`src/rtl/traffic_light_pkg.sv`:
```
// Light request code shared by the phase sequencer and the light FSM that decodes it.
package traffic_light_pkg;

  typedef enum logic [1:0] {
    CODE_RED     = 2'b00,
    CODE_RED_YEL = 2'b01,
    CODE_GREEN   = 2'b10,
    CODE_YELLOW  = 2'b11
  } light_code_e;

  function automatic int max4(input int a, input int b, input int c, input int d);
    int m;
    m = a;
    if (b > m) m = b;
    if (c > m) m = c;
    if (d > m) m = d;
    return m;
  endfunction

endpackage

```
`src/rtl/tl_debounce.sv`:
```
// Two-flop synchroniser followed by a stability filter: dout follows the synced
// input only after it has differed from dout for DEBOUNCE consecutive cycles.
module tl_debounce #(
  parameter int DEBOUNCE = 3
) (
  input  logic clk,
  input  logic rstb,
  input  logic din,
  output logic dout
);

  localparam int CW = $clog2(DEBOUNCE + 1);
  localparam logic [CW-1:0] CNT_LAST = CW'(DEBOUNCE - 1);

  logic          sync1_q, sync2_q;
  logic          dout_q, dout_d;
  logic [CW-1:0] cnt_q, cnt_d;

  // A return to the current output level clears the count, so any glitch restarts it.
  always_comb begin
    cnt_d  = '0;
    dout_d = dout_q;
    if (sync2_q != dout_q) begin
      if (cnt_q == CNT_LAST) begin
        dout_d = sync2_q;
      end else begin
        cnt_d = cnt_q + CW'(1);
      end
    end
  end

  always_ff @(posedge clk or negedge rstb) begin
    if (!rstb) begin
      sync1_q <= 1'b0;
      sync2_q <= 1'b0;
      cnt_q   <= '0;
      dout_q  <= 1'b0;
    end else begin
      sync1_q <= din;
      sync2_q <= sync1_q;
      cnt_q   <= cnt_d;
      dout_q  <= dout_d;
    end
  end

  assign dout = dout_q;

endmodule

```
`src/rtl/traffic_phase_sequencer.sv`:
```
// Timed RED -> RED_YEL -> GREEN -> YELLOW sequencer with car-sensor debounce and
// pedestrian walk service; produces the light request code for the light FSM.
module traffic_phase_sequencer
  import traffic_light_pkg::*;
#(
  parameter int TICK_DIV  = 10,
  parameter int RED_MIN   = 3,
  parameter int RY_TICKS  = 1,
  parameter int GREEN_MIN = 2,
  parameter int GREEN_MAX = 5,
  parameter int YEL_TICKS = 2,
  parameter int DEBOUNCE  = 3
) (
  input  logic clk,
  input  logic rstb,
  input  logic car_sense,
  input  logic ped_button,
  output logic code_a,
  output logic code_b,
  output logic ped_walk,
  output logic ped_ack,
  output logic phase_tick
);

  localparam int PW  = $clog2(TICK_DIV);
  localparam int DW  = $clog2(max4(RED_MIN, RY_TICKS, GREEN_MAX, YEL_TICKS) + 1);
  localparam int DW1 = DW + 1;
  localparam logic [PW-1:0]  PRESC_LAST = PW'(TICK_DIV - 1);
  localparam logic [DW-1:0]  DWELL_SAT  = '1;
  localparam logic [DW1-1:0] RED_MIN_W  = DW1'(RED_MIN);
  localparam logic [DW1-1:0] RY_W       = DW1'(RY_TICKS);
  localparam logic [DW1-1:0] GMIN_W     = DW1'(GREEN_MIN);
  localparam logic [DW1-1:0] GMAX_W     = DW1'(GREEN_MAX);
  localparam logic [DW1-1:0] YEL_W      = DW1'(YEL_TICKS);

  logic           car_q;
  logic [PW-1:0]  presc_q, presc_d;
  light_code_e    state_q, state_d;
  logic [DW-1:0]  dwell_q, dwell_d;
  logic [DW1-1:0] dwell_inc;
  logic [2:0]     ped_sync_q, ped_sync_d;
  logic           pend_q, pend_d;
  logic           walk_q, walk_d;
  logic           ack_q, ack_d;
  logic           tick_q, tick_d;
  logic           tick, ped_rise, serve, restart, leave;

  tl_debounce #(.DEBOUNCE(DEBOUNCE)) u_car_db (
    .clk  (clk),
    .rstb (rstb),
    .din  (car_sense),
    .dout (car_q)
  );

  always_comb begin
    tick       = (presc_q == PRESC_LAST);
    presc_d    = tick ? '0 : presc_q + PW'(1);
    tick_d     = (presc_d == PRESC_LAST);
    ped_sync_d = {ped_sync_q[1:0], ped_button};
    ped_rise   = ped_sync_q[1] & ~ped_sync_q[2];
    // One bit wider than dwell so a saturated count still compares correctly.
    dwell_inc  = {1'b0, dwell_q} + DW1'(1);
    state_d    = state_q;
    serve      = 1'b0;
    restart    = 1'b0;
    if (tick) begin
      case (state_q)
        CODE_RED: begin
          if (!walk_q && pend_q) begin
            serve   = 1'b1;
            restart = 1'b1;
          end else if (dwell_inc >= RED_MIN_W && car_q) begin
            state_d = CODE_RED_YEL;
          end
        end
        CODE_RED_YEL: begin
          if (dwell_inc >= RY_W) state_d = CODE_GREEN;
        end
        CODE_GREEN: begin
          if (dwell_inc >= GMAX_W || (dwell_inc >= GMIN_W && (pend_q || !car_q)))
            state_d = CODE_YELLOW;
        end
        CODE_YELLOW: begin
          if (dwell_inc >= YEL_W) begin
            state_d = CODE_RED;
            serve   = pend_q;
          end
        end
      endcase
    end
    leave = (state_d != state_q);
    if (leave || restart) begin
      dwell_d = '0;
    end else if (tick && dwell_q != DWELL_SAT) begin
      dwell_d = dwell_inc[DW-1:0];
    end else begin
      dwell_d = dwell_q;
    end
    // A new press in the serving cycle survives the clear and waits for the next RED.
    walk_d = leave ? serve : (walk_q | serve);
    ack_d  = serve;
    pend_d = (pend_q & ~serve) | ped_rise;
  end

  always_ff @(posedge clk or negedge rstb) begin
    if (!rstb) begin
      presc_q    <= '0;
      state_q    <= CODE_RED;
      dwell_q    <= '0;
      ped_sync_q <= '0;
      pend_q     <= 1'b0;
      walk_q     <= 1'b0;
      ack_q      <= 1'b0;
      tick_q     <= 1'b0;
    end else begin
      presc_q    <= presc_d;
      state_q    <= state_d;
      dwell_q    <= dwell_d;
      ped_sync_q <= ped_sync_d;
      pend_q     <= pend_d;
      walk_q     <= walk_d;
      ack_q      <= ack_d;
      tick_q     <= tick_d;
    end
  end

  assign {code_a, code_b} = state_q;
  assign ped_walk         = walk_q;
  assign ped_ack          = ack_q;
  assign phase_tick       = tick_q;

endmodule

```
`config.mk`:
```
export PLATFORM = sky130hd
export DESIGN_NAME = traffic_phase_sequencer
export DESIGN_NICKNAME = d
export VERILOG_FILES = /design/src/rtl/traffic_light_pkg.sv /design/src/rtl/tl_debounce.sv /design/src/rtl/traffic_phase_sequencer.sv
export SDC_FILE = /design/constraint.sdc
export NUM_CORES = 1
export LEC_CHECK = 0
export CAP_MARGIN = 10
export CORE_ASPECT_RATIO = 1.5
export CORE_MARGIN = 5
export CORE_UTILIZATION = 30
export DETAILED_ROUTE_END_ITERATION = 12
export PLACE_DENSITY = 0.54
export SLEW_MARGIN = 0
export SYNTH_ARGS = -nofsm -noshare
export SYNTH_HDL_FRONTEND = slang
export SYNTH_SLANG_ARGS = --single-unit
```
`constraint.sdc`:
```
create_clock -name clk -period 2.5 [get_ports clk]
set_input_delay 0.5 -clock clk [delete_from_list [all_inputs] [get_ports clk]]
set_output_delay 0.5 -clock clk [all_outputs]
set_load 0.02 [all_outputs]
```
# After elaboration in Yosys (flattened, before gate mapping)
# Index checks and enable logic that the tools add are counted.
[word_totals]
ff_bits = 21
latch_bits = 0
mem_bits_rw = 0
rom_bits = 0
input_bits = 4
output_inout_bits = 5
wordCells = 65
n_memories = 0
[op_classes]
add_sub_neg = 3
multipliers = 0
div = 0
n_lt_le_gt_ge = 4
n_eq_ne = 9
shifts = 0
mux = 19
bitwise = 6
reduce_logical = 12
[op_table]
columns = ["cell", "n"]
rows = [
  ["two-way mux 2 bit", 8],
  ["== test 4 bit, second input constant", 2],
  [">= comparator 4 x 2 -> 1 bit, second input constant", 2],
  ["case mux 2 bit (4 select lines)", 1],
  ["== test 2 bit, second input constant", 3],
  ["two-way mux 1 bit", 6],
  ["two-way mux 3 bit", 2],
  ["adder 3 x 1 -> 4 bit, second input constant", 1],
  ["adder 4 x 1 -> 4 bit, second input constant", 1],
  [">= comparator 4 x 1 -> 1 bit, second input constant", 1],
  [">= comparator 4 x 3 -> 1 bit, second input constant", 1],
  ["logical AND 1 bit", 4],
  ["two-way mux 4 bit", 1],
  ["logical OR 1 bit", 3],
  ["inequality test 3 bit, second input constant", 1],
  ["adder 2 x 1 -> 2 bit, second input constant", 1],
  ["AND 1 bit", 2],
  ["== test 2 x 1 -> 1 bit, second input constant", 1],
  ["zero test 1 bit", 2],
  ["zero test 2 bit", 1],
  ["inequality test 2 bit", 1],
  ["NOT 1 bit", 2],
  ["bitwise OR 1 bit", 2],
  ["case mux 1 bit (2 select lines)", 1],
  ["other kinds (3)", 3],
]

# Depth between registers and ports, before layout
# Gate-level depths: netlist (run 1).
[logic_depth]
word_depth = 10
ltp_mapped = 8
depth_no_buf = 8

# Modules after synthesis
# A second synthesis (run 1) with hierarchy kept.
[hier_totals]
cells_unflattened = 110
area_unflattened_um2 = 1157.4
[modules_own_cells]
columns = ["module", "n_inst", "cells_each", "area_each_um2", "seq_area_each_um2"]
rows = [
  ["traffic_phase_sequencer", 1, 100, 982.2, 400.4],
  ["tl_debounce", 1, 10, 175.2, 125.1],
]

# Worst setup path before layout (run 1)
# Ideal clock, no wire load.
[synth_path]
path_kind = "flip-flop to flip-flop"
start = "register dwell_q[0]"
end = "register dwell_q[0]"
setup_time_ns = 0.101
arrival_ns = 2.064
required_time_ns = 2.399
path_slack_ns = 0.335
path_stages_with_launch = 8
n_path_buf = 0
period_less_slack_ns = 2.165
path_cell_list = "dfrtp_1 -> ha_1 -> ha_1 -> or4b_1 -> o221a_1 -> nand3_2 -> o21ai_2 -> nor4_1"
[synth_between]
elab_chain_len = 10
elab_cells_between_ends = 22
cone_classes = "add/sub: 1; order compare: 4; eq/ne: 2; mux: 9; reduce/logical: 6"
[synth_lines]
columns = ["element", "line_no", "text"]
rows = [
  ["from (decl)", "traffic_phase_sequencer.sv:39", "logic [DW-1:0] dwell_q, dwell_d;"],
  ["from (signal assigned)", "traffic_phase_sequencer.sv:118", "dwell_q <= dwell_d;"],
  ["adder 3 x 1 -> 4 bit", "traffic_phase_sequencer.sv:62", "dwell_inc = {1'b0, dwell_q} + DW1'(1);"],
  [">= comparator 4 x 2 -> 1 bit, on equally long branches", "traffic_phase_sequencer.sv:72, traffic_phase_sequencer.sv:80, traffic_phase_sequencer.sv:84", ""],
  ["logical AND 1 bit, on equally long branches", "traffic_phase_sequencer.sv:72, traffic_phase_sequencer.sv:80", ""],
  ["two-way mux 2 bit or logical OR 1 bit (tied branches)", "traffic_phase_sequencer.sv:72, traffic_phase_sequencer.sv:80", ""],
  ["two-way mux 2 bit, on equally long branches", "traffic_phase_sequencer.sv:69, traffic_phase_sequencer.sv:80", ""],
  ["case mux 2 bit (4 select lines)", "traffic_phase_sequencer.sv:67", "case (state_q)"],
  ["two-way mux 2 bit", "traffic_phase_sequencer.sv:66", "if (tick) begin"],
  ["inequality test 2 bit", "traffic_phase_sequencer.sv:91", "leave = (state_d != state_q);"],
  ["logical OR 1 bit", "traffic_phase_sequencer.sv:92", "if (leave || restart) begin"],
  ["two-way mux 3 bit or nonzero test 2 bit (tied branches)", "-", ""],
]
# Several ways; a longest one is shown, not always the timed one. The select of a mux whose other input is x is not followed.
# A chain may end at the register's enable or synchronous reset.

# Final worst setup path (run 1)
[layout_path]
start = "register dwell_q[0]"
end = "register dwell_q[1]"
# Same word-level chain as after synthesis.

==> run summary, run 1 <==
Period utilisation layout: 0.926
Critical path class: reg -> reg
Core area: 3720 um2
Fin Hold WS: 0.355 ns
Clock Latency Late Sink: 0.26 ns
Sequential element share of the synthesized area: 0.454
Clock transition at path regs: 0.08 ns
RSZ-0062 raised after global routing: no
Crit end category: register
Fin. Hold Viols: 0
HPWL after DPL: 1830 um
Top cells by area, synth: dfrtp_1, ha_1, inv_1
Gr usage total: 0.102
Synth warnings: 0
Setup TNS: 0 ns
Post CTS Setup Buffer Count: 0
ANT cells: 0
Distinct cells, synth: 39
PwrDens: 1010 nW/um2
CP cell instances: ha_1 > ha_1 > or4b_1 > o221a_1 > nand3_2 > o21ai_2 > nor4_1
Status: finished, final reports clean
Area Overhead vs Synth: 17.1%
Area leader, netlist: dfrtp_1
Critical path peak fanout: 6
Commonest non-fill, non-tap cell in the layout: dfrtp_1
Min Clock Period, post-route: 2.32 ns
DR iter-0 viols: 21
Rows: 27
Total grt overflow: 0
Die X: 60.7 um
Routability cong.: 0.853
Setup violators final: 0
Synth Area per Inst: 10.6 um2
Starting density of the core: 0.312
Worst endpoint data arrival time: 2.48 ns
Ports: 9
DR vias/cell: 5.16
Post_cts resized: 0
Final count of pins violating max slew: 0
Final nets: 140
Slowest CP cell: or4b_1
DRC violations left: 0
CP peak stage delay: 0.54 ns
Routed via count: 856
Clock Path Buffers: 2
Synth Register Bits: 21
Pre-Repair DR Iteration Count: 4
Post-synth EDFFs: 0
Mapped Cells: 109
Critical Path Start Type: register
Post-placement cell area: 1310 um2
Syn nets: 125
CP Buf/Inv Count: 0
Main synth FF type: dfrtp_1
Worst min path class: reg -> reg
Die area: 5230 um2
CTS tree: built
CTS sink cnt: 21
Cell family contributing the most delay on the critical path: simple AND/OR/NAND/NOR gates
Post-route cell area: 1360 um2
Final Util: 0.365
Slew @ Worst Pin: 0.470 ns
Ys async rst share: 1.00
Most used cell, CP: ha_1
Max_slew headroom: 0.683
CTS root buf: clkbuf_8
DR WL/cell: 14.0 um
Num CTS Buffers: 3
Largest net degree at the start of global routing: 22
Share of cells above drive strength 1: 0.114
Detail Route Antenna Nets: 0
Fmax: 432 MHz
Final total power: 1.37 mW
Initial antenna violation count: 0
First-pass GRT wire length: 3970 um
Vias in the first global route: 874
Max Cap Viol: 0
Fin Clk Skew: 0.00691 ns
Most frequent cells in the layout: dfrtp_1, inv_1, ha_1
Worst vdd ir: 0.386 mV
CP required: 2.66 ns
Chip height: 86.1 um
Post-synth top area share: 0.454
Drt total wl: 2320 um
LEAKAGE: 0.628 nW
H-tree levels: 1
Buffers on Ports: 8
Synth Cell Area: 1160 um2
Hold buffers post-CTS: 0
-- registers in the layout, summed over array words and instances (netlist names) --
signal and cells:
presc_q 4, dwell_q 3, ped_sync_q 3, state_q 2, u_car_db.cnt_q 2, ped_ack 1
ped_walk 1, pend_q 1, phase_tick 1, u_car_db.dout 1, u_car_db.sync1_q 1, u_car_db.sync2_q 1
-- cells by family (layout without fill, tap and decap cells) --
family / count (synthesis) / after routing / synth area share
mux: 3 / 3 / 0.0270
xor+xnor: 3 / 3 / 0.0227
buf+inv: 13 / 27 / 0.0432
fa+ha+maj: 12 / 12 / 0.130
flops: 21 / 21 / 0.454
compound gates: 21 / 21 / 0.134
simple gates: 36 / 36 / 0.190
-- final timing paths --
kind | from | to | slack, ns | depth (start not counted)
hold / removal | u_car_db.sync1_q$_DFF_PN0_ | u_car_db.sync2_q$_DFF_PN0_ | 0.36 | 0
max in group asynchronous | rstb | ped_ack$_DFF_PN0_ | 1.70 | 2
hold reg to reg | u_car_db.sync1_q$_DFF_PN0_ | u_car_db.sync2_q$_DFF_PN0_ | 0.36 | 0
setup reg to reg | dwell_q[0]$_DFFE_PN0P_ | dwell_q[1]$_DFFE_PN0P_ | 0.18 | 7
setup / recovery | dwell_q[0]$_DFFE_PN0P_ | dwell_q[1]$_DFFE_PN0P_ | 0.18 | 7
min in group asynchronous | rstb | state_q[0]$_DFF_PN0_ | 0.57 | 2
-- synthesized netlist by cell type (all sizes together), types with 2 or more instances --
cell type  number
a21oi           2
nand2b          4
and3b           3
mux2i           2
o21ai           6
a31oi           3
nor2            6
xnor2           3
dfrtp          21
nor4            4
and2            2
nand3           3
nor3b           2
nand2           3
inv            12
nand4           2
ha             12
-- metrics by stage --
step,std cells,setup slack (ns)
floorplan,109,0.335
global placement,162,0.258
detailed placement,162,0.192
CTS,166,0.175
global route,166,0.0536
finish,166,0.184
-- power by group --
| group | leakage (nW) | internal [mW] | switching (mW) |
|---|---|---|---|
| logic | 0.353 | 0.307 | 0.373 |
| clock network | 0.0255 | 0.111 | 0.115 |
| registers | 0.249 | 0.407 | 0.0572 |
-- layer usage --
metal,track usage,vias up,part of all wire
met4,0.0513,0,0.024
met2,0.171,19,0.52
met3,0.0226,8,0.040
li1,-,418,-
met1,0.116,411,0.42
met5,0,-,0
-- worst register-to-register path, cell delays in order, from the launching register on --
cell and delay (ns):
dfrtp_1 0.39, ha_1 0.24, ha_1 0.36, or4b_1 0.54
o221a_1 0.27, nand3_2 0.09, o21ai_2 0.07, nor4_1 0.25
-- area by class of cell --
cell class	instances	area, um2
multi-input combinational	75	583
sequential	21	526
timing repair buffer	11	103
inverter	12	45.0
clock inverter	1	5.00
tap	43	53.8
clock buffer	3	41.3
fill	378	2360
Power figures use the tool's default switching activity.
==> inputs of run 2 (changes only) <==
--- a/config.mk
+++ b/config.mk
@@ -10,7 +10,8 @@
 export CORE_MARGIN = 5
 export CORE_UTILIZATION = 30
 export DETAILED_ROUTE_END_ITERATION = 12
-export PLACE_DENSITY = 0.54
+export DONT_BUFFER_PORTS = 1
+export PLACE_DENSITY = 0.51
 export SLEW_MARGIN = 0
 export SYNTH_ARGS = -nofsm -noshare
 export SYNTH_HDL_FRONTEND = slang
==> run 2 against run 1 <==
  * Combinational power fell by 2%
  * Die area unchanged
  * Largest power group unchanged
  * Critical endpoint unchanged
  * Cell count decreased by 4.2%
==> run summary, run 2 (synthesis results as in run 1) <==
Routability cong.: 0.802
Setup TNS: 0 ns
Commonest non-fill, non-tap cell in the layout: dfrtp_1
Setup violators final: 0
Gr usage total: 0.0930
Final nets: 133
HPWL after DPL: 1730 um
Critical path class: reg -> reg
Rows: 27
CP required: 2.65 ns
DR vias/cell: 5.21
Clock Path Buffers: 2
Worst endpoint data arrival time: 2.47 ns
DRC violations left: 0
Buffers on Ports: 0
Max Cap Viol: 0
Largest net degree at the start of global routing: 22
Final count of pins violating max slew: 0
Num CTS Buffers: 3
CTS root buf: clkbuf_8
CTS sink cnt: 21
Critical path peak fanout: 6
ANT cells: 0
Die area: 5230 um2
Max_slew headroom: 0.399
Fmax: 431 MHz
Critical Path Start Type: register
Worst min path class: in -> reg
CP cell instances: ha_1 > ha_1 > or3_1 > a31oi_1 > o21a_2 > o32ai_2 > nor4_1
Detail Route Antenna Nets: 0
Clock Latency Late Sink: 0.25 ns
Vias in the first global route: 860
Slew @ Worst Pin: 0.899 ns
Pre-Repair DR Iteration Count: 4
Initial antenna violation count: 0
Most used cell, CP: ha_1
Drt total wl: 2240 um
Crit end category: register
Worst vdd ir: 0.464 mV
DR iter-0 viols: 43
Core area: 3720 um2
Period utilisation layout: 0.928
H-tree levels: 1
Slowest CP cell: or3_1
Fin Clk Skew: 0.00186 ns
Fin. Hold Viols: 0
Area Overhead vs Synth: 11.6%
Most frequent cells in the layout: dfrtp_1, inv_1, ha_1
PwrDens: 1040 nW/um2
Clock transition at path regs: 0.07 ns
Status: finished, final reports clean
CP peak stage delay: 0.40 ns
Total grt overflow: 0
Ports: 9
Chip height: 86.1 um
Max reg flops: 4
RSZ-0062 raised after global routing: no
Die X: 60.7 um
DR WL/cell: 14.1 um
CTS tree: built
First-pass GRT wire length: 3700 um
Starting density of the core: 0.312
Post CTS Setup Buffer Count: 0
Min Clock Period, post-route: 2.32 ns
Share of cells above drive strength 1: 0.129
LEAKAGE: 0.602 nW
Top Registers: presc_q: 4 flops, dwell_q: 3 flops, ped_sync_q: 3 flops
Routed via count: 828
Biggest register: presc_q
Final Util: 0.348
Fillcell total: 394
run 2: metrics by stage:
stage               hold WS [ns]  total power [mW]  setup WS (ns)  instances  instance area [um2]
floorplan                  0.204             0.949          0.335        109                 1160
global placement           0.205              1.11          0.270        154                 1230
detailed placement         0.205              1.12          0.183        154                 1230
CTS                        0.256              1.35          0.171        159                 1290
global route               0.249              1.45         0.0343        159                 1290
finish                     0.268              1.35          0.179        159                 1290
run 2: cell type report:
| cell class | instances | area (um2) | share of cell area |
|---|---|---|---|
| clock inverters | 1 | 5.00 | 0.00387 |
| multi-input cells | 75 | 589 | 0.456 |
| flip-flops and latches | 21 | 526 | 0.407 |
| well taps | 43 | 53.8 | 0.0416 |
| inverters | 12 | 45.0 | 0.0348 |
| clock buffers | 3 | 41.3 | 0.0319 |
| repair buffers | 4 | 32.5 | 0.0252 |
run 2: worst paths after layout:
kind	startpoint	endpoint	slack, ns	cells past startpoint
worst max-delay path	dwell_q[0]$_DFFE_PN0P_	dwell_q[1]$_DFFE_PN0P_	0.18	7
worst min-delay path	car_sense	u_car_db.sync1_q$_DFF_PN0_	0.27	0
worst max register to register	dwell_q[0]$_DFFE_PN0P_	dwell_q[1]$_DFFE_PN0P_	0.18	7
worst min register to register	u_car_db.sync1_q$_DFF_PN0_	u_car_db.sync2_q$_DFF_PN0_	0.35	0
max in group asynchronous	rstb	state_q[1]$_DFF_PN0_	1.14	1
min in group asynchronous	rstb	u_car_db.sync1_q$_DFF_PN0_	0.82	1
run 2: metal layers:
layer	track usage	share of wire
met1	0.109	0.41
met2	0.147	0.52
met5	0	0
met3	0.0271	0.051
met4	0.0533	0.017
run 2: timing repair:
item                                    4_1_cts  5_1_grt
hold endpoints to repair                     21        0
hold buffers                                  1        0
endpoints found under the setup margin        0        1
resized for setup                             0        1
run 2: worst max-delay path: cells and delay by family (launching register included):
family	cells	cell delay [ns]
and+or+nand+nor	2	0.70
adders and majority gates	2	0.60
AOI/OAI and AO/OA	3	0.53
DFF	1	0.39
run 2: power by group:
group	switching, mW	internal, mW	total [mW]
sequential	0.0588	0.407	0.466
clock	0.105	0.111	0.216
combinational	0.374	0.290	0.664
